$ cat src/rtl/crc16_pkg.sv
// Shared CRC-16 definitions for the serial transmit and receive stages.
package crc16_pkg;

   localparam int          CRC16_W    = 16;
   localparam logic [15:0] CRC16_POLY = 16'h1021;
   localparam logic [15:0] CRC16_INIT = 16'h0000;

   typedef enum logic [1:0] {
      IDLE = 2'd0,
      DATA = 2'd1,
      CRC  = 2'd2,
      DONE = 2'd3
   } chk_state_t;

   // One MSB-first CRC step; no reflection, no final XOR.
   function automatic logic [15:0] crc16_step(
      input logic [15:0] crc,
      input logic        bit_i,
      input logic [15:0] poly = CRC16_POLY
   );
      logic fb;
      fb = crc[15] ^ bit_i;
      return {crc[14:0], 1'b0} ^ (fb ? poly : 16'h0000);
   endfunction

endpackage

$ cat src/rtl/crc16_lfsr_bit.sv
// Bit-serial CRC-16 register with clear, load-INIT and step-enable controls.
module crc16_lfsr_bit
   import crc16_pkg::*;
#(
   parameter logic [15:0] POLY = CRC16_POLY,
   parameter logic [15:0] INIT = CRC16_INIT
) (
   input  logic        clk,
   input  logic        rst,
   input  logic        clr,
   input  logic        load_init,
   input  logic        en,
   input  logic        bit_in,
   output logic [15:0] crc
);

   logic [15:0] crc_q;
   logic [15:0] crc_d;

   // load_init together with en seeds INIT and folds in the first bit in one cycle.
   always_comb begin
      crc_d = crc_q;
      if (clr) begin
         crc_d = 16'h0000;
      end else if (en) begin
         crc_d = crc16_step(load_init ? INIT : crc_q, bit_in, POLY);
      end else if (load_init) begin
         crc_d = INIT;
      end
   end

   always_ff @(posedge clk) begin
      if (rst) crc_q <= INIT;
      else     crc_q <= crc_d;
   end

   assign crc = crc_q;

endmodule

$ cat config.mk
export PLATFORM = sky130hd
export DESIGN_NAME = crc16_lfsr_bit
export DESIGN_NICKNAME = d
export VERILOG_FILES = /design/src/rtl/crc16_pkg.sv /design/src/rtl/crc16_lfsr_bit.sv
export SDC_FILE = /design/constraint.sdc
export NUM_CORES = 1
export LEC_CHECK = 0
export BUFFER_PORTS_ARGS = -buffer_cell sky130_fd_sc_hd__buf_2
export CAP_MARGIN = 0
export CORE_UTILIZATION = 40
export DETAILED_ROUTE_END_ITERATION = 8
export PLACE_DENSITY_LB_ADDON = 0.08
export SETUP_SLACK_MARGIN = 0.2
export SYNTH_ARGS = -nofsm -noshare
export SYNTH_HDL_FRONTEND = slang
export SYNTH_SLANG_ARGS = --single-unit
export TNS_END_PERCENT = 100
$ cat constraint.sdc
create_clock -name clk -period 2 [get_ports clk]
set_input_delay 0.6 -clock clk [delete_from_list [all_inputs] [get_ports clk]]
set_output_delay 0.6 -clock clk [all_outputs]
set_load 0.1 [all_outputs]
# Word-level counts from Yosys, hierarchy flattened
# Cells that the tools add are included.
[classes] bitwise_logic=2 n_reduce_logical=1 n_mux=3
[op_table] operator="$mux W16" n=2
[op_table] operator="$xor A16 B13 Y16" n=1
[op_table] operator="$mux W13" n=1
[op_table] operator="$reduce_or A2 Y1" n=1
[op_table] operator="$xor A1 B1 Y1" n=1
[word_totals] inputBits=6 wordCells=7 output_inout_bits=16 reg_bits=16

# Depth between registers and ports, before layout
[logic_depth] word_depth=5 depth_mapped=4

# Worst setup path after synthesis
# Ideal clock, no wire load.
[synth_path] path_kind="flip-flop to flip-flop" from="reg crc_q[15] (netlist: crc[15])" to="reg crc_q[5] (netlist: crc[5])" path_stages_with_launch=4 t_required_ns=1.885 setup_time_ns=0.115 setup_slack_ns=0.283 t_arrival_ns=1.602 cell_sequence="dfxtp_1 -> xor2_1 -> a22o_1 -> o21a_1"
[synth_between] elab_chain_cells=5
[synth_lines] element="start: declaration" line="crc16_lfsr_bit.sv:17" text="logic [15:0] crc_q;"
[synth_lines] element="start signal: assignment" line="crc16_lfsr_bit.sv:34" text="else crc_q <= crc_d;"
[synth_lines] element="$mux W16"
[synth_lines] element="$xor A1 B1 Y1" line="crc16_pkg.sv:22" text="fb = crc[15] ^ bit_i;"
[synth_lines] element="$mux W13" line="crc16_pkg.sv:23" text="return {crc[14:0], 1'b0} ^ (fb ? poly : 16'h0000);"
[synth_lines] element="$xor A16 B13 Y16" line="crc16_pkg.sv:23"
[synth_lines] element="$mux W16" line="crc16_lfsr_bit.sv:25" text="end else if (en) begin"
# Every way passes these cells.
# A chain may end at the register's enable or synchronous reset.

# Final worst setup path
[layout_path] from="reg crc_q[15] (netlist: crc[15])" to="out crc[15]"
[layout_rtl] element="end: declaration" line="crc16_lfsr_bit.sv:14" text="output logic [15:0] crc"
# No word-level cell between the ends.

==> metrics.md <==
| Metric | Value |
|---|---|
| Setup ws final | roughly 0.30 ns |
| Critical path class | flip-flop to output pin |
| GR Overflow Total | 0 |
| Worst path bufs/invs | 1 |
| Area grow syn2layout | 21.5% |
| Switching share of power | approximately a quarter |
| CP startpoint | crc[15] |
| Placed cell area | roughly 750 µm² |
| Worst Hold Class | flip-flop to flip-flop |
| Vias per std cell | 4.97 |
| Tot Pwr | between 0.5 and 0.6 mW |
| Most frequent cell after synthesis | dfxtp_1 |
| Worst-case clock skew | about 0.0045 ns |
| WHS | approximately 0.53 ns |
| Initial antenna violation count | 0 |
| Simple-gate share of the synthesized area | about 15% |
| Crit path required time | roughly 1.4 ns |
| Core ar. | approximately 1500 µm² |
| Starting DRC count in detailed routing | 2 |
| Reg-to-reg startpoint | crc[15] |
| F_max | just under 600 MHz |
| Post-synthesis xor/xnor area fraction | under 10% |
| Number of flip-flops in the largest register | 16 |
| Finished Cell Area | slightly below 800 µm² |
| Postcts setup bufs | 0 |
| Initial core utilization | about 43% |
| CTS max path bufs | 2 |
| Slew Limit Fails | 0 |
| Cell taking the most area after synthesis | dfxtp_1 |
| R2r setup slk | between 0.9 and 1 ns |
| Final min period | about 1.7 ns |
| Crit path DAT | between 1 and 1.5 ns |
| Actual slew at the worst max-slew pin | between 0.4 and 0.5 ns |
| Crit path cell chain | buf_4 |
| Reg2Reg Depth | 3 |
| Slew HR | between 60 and 70% |
| Peak per-stage delay on the critical path | roughly 0.48 ns |
| Sequential element share of the synthesized area | 49.0% |
| Post-Syn Area per Cell | 10.2 µm² |
| Critical path capture point type | output pin |
| Pwr Density | approximately 740 nW/µm² |
| Max IR drop VDD | about 0.00034 V |
| Htree depth | 1 |
| HP Start | crc[2] |
| Hold buffers post-CTS | 0 |
| Leak | slightly below 0.4 nW |
| Post-synthesis adder-cell area fraction | 0% |
| Post-synth top area share | about 49% |
| Clk slew on worst S/H paths | 0.09 ns |
| CP max-delay cell | dfxtp_1 |
| Global-route wire length before repair | roughly 1900 µm |
| Endpoints failing hold | 0 |
| Placer Congestion | around 0.69 |
| Synthesized area | 653 µm² |
| Most used DFF post-synth | dfxtp_1 |
| Largest family of logic cells by synthesized area | multiplexers |
| Share of cells above drive strength 1 | 30.2% |
| Final TNS setup | 0 ns |
| # IOs | 22 |
| Most instantiated cells after synthesis | 16 x dfxtp_1, 15 x nor2_1, 13 x mux2i_1 |
| Multi-input gate area | slightly above 300 µm² |
| CTS buffer count | 3 |
| CP max FO | 6 |
| ANT nets after route | 0 |
| RSZ-0062 raised after global routing | no |
| Synth warn | 0 |
| PortBufs | 21 |
| Switching Power | about 0.14 mW |
| FF+latch area | 320 µm² |
| DRT Pass-1 Iters | 4 |
| P_int | around 0.45 mW |
| Type of origin of the critical path | flip-flop |
| Yosys reg bits | 16 |
| Post-synthesis cell count | between 60 and 70 |
| WL final | around 1200 µm |
| CP delay by family, top | flip-flops |
| Ant. Diodes | 0 |
| FFs w/ async S/R, synth | 0% |
| Library cells used by synthesis | 18 |
| Die area | about 1800 µm² |
| Routed wire per std cell | 11.7 µm |
| Placement Setup Slack | 0.413 ns |
| Stages on worst setup path | 1 |
| Period utilization | ~85% |
| Worst hold stages | 2 |
| CTS root buf | clkbuf_4 |
| Run status | completed |
| Fill cells | around 170 |
| Post-synthesis compound-gate area fraction | under 10% |
| Vias in the first global route | between 400 and 500 |
| Die Wd | ~42 µm |
| Flop pwr share | 54.9% |
| Std cell rows | 14 |
| Clock sinks | 16 |
| Clock network latency to the later pin of the worst-skew pair | between 0.2 and 0.3 ns |
| Nets | just over 90 |
| Mux contribution to synthesized area | between 10% and 20% |
| CTS tree | yes |
| Post-detail-place hpwl | 827 µm |
| Die extent in y | around 42 µm |
| Clock network fraction of total power | a little over a third |
| Combinational Power Share | under 10% |
| Top post-synthesis cells by area | dfxtp_1 49%, mux2i_1 20%, nor2_1 8.6%, nor3b_4 2.9%, xor2_1 2.7% |
| Final Setup Violations | 0 |
| Syn_nets | 70 |
| Overall routing resource usage | between 10% and 20% |
| Post-synth EDFFs | 0 |
| Pin count of the biggest net entering global routing | 19 |
| Vias | approximately 510 |
| Number of max-cap violations | 0 |
| Drt drc | 0 |
-- routing by layer --
layer | track usage, % | wire (µm)
met1 | 19.2 | 631
met2 | 19.7 | 493
met3 | 2.59 | 59
met4 | 9.38 | 9
met5 | 0 | 0
-- metrics by stage --
step | std cells | utilization (%)
finish | 102 | 52.1
detailed placement | 98 | 49.5
global placement | 98 | 49.5
floorplan | 64 | -
CTS | 102 | 52.1
global route | 102 | 52.1
-- area by class of cell --
type / count / area share [%]
Inverter: 1 / 0.473
Tap cell: 16 / 2.52
Multi-Input combinational cell: 44 / 38.5
Timing Repair Buffer: 21 / 13.6
Clock buffer: 4 / 4.57
Sequential cell: 16 / 40.4
-- power by group through the flow --
| stage | registers [mW] | logic [mW] | clock network, mW |
|---|---|---|---|
| 2_1_floorplan | 0.344 | 0.0273 | 0 |
| 3_3_place_gp | 0.329 | 0.0513 | 0 |
| 3_5_place_dp | 0.329 | 0.0513 | 0 |
| 4_1_cts | 0.322 | 0.0515 | 0.225 |
| 5_1_grt | 0.322 | 0.0540 | 0.230 |
| 6_report | 0.322 | 0.0512 | 0.214 |
-- final timing paths --
check,to
setup / recovery,crc[15]
hold / removal,crc[2]
setup reg to reg,crc[5]
hold reg to reg,crc[2]
-- placed cells by master (no fill, tap or decap), types with 2 or more instances in the layout --
cell type | Yosys | final
xor2_1 | 2 | 2
a21oi_1 | 3 | 3
dfxtp_1 | 16 | 16
clkbuf_4 | 0 | 3
o21a_1 | 2 | 2
buf_2 | 1 | 20
nor2_1 | 15 | 15
nand2_1 | 2 | 2
mux2i_1 | 13 | 13
-- worst min-delay path, delay by kind of cell (launching register included) --
kind             cells  cell delay, ns
flip-flops           1            0.35
multiplexers         1            0.07
AND/OR/NAND/NOR      1            0.07
-- kinds of logic after synthesis --
kind of cell	Yosys count
AND/OR/NAND/NOR	20
flip-flops	16
multiplexers	13
AO/OA/AOI/OAI	9
buffers and inverters	4
XOR/XNOR	2
-- what timing repair did --
| action | in CTS | in global routing |
|---|---|---|
| endpoints found under the setup margin | 1 | 0 |
| endpoints found under the hold margin | 0 | 0 |
| resized for setup | 1 | 0 |
Note: power is estimated with default switching activity, not from simulation.
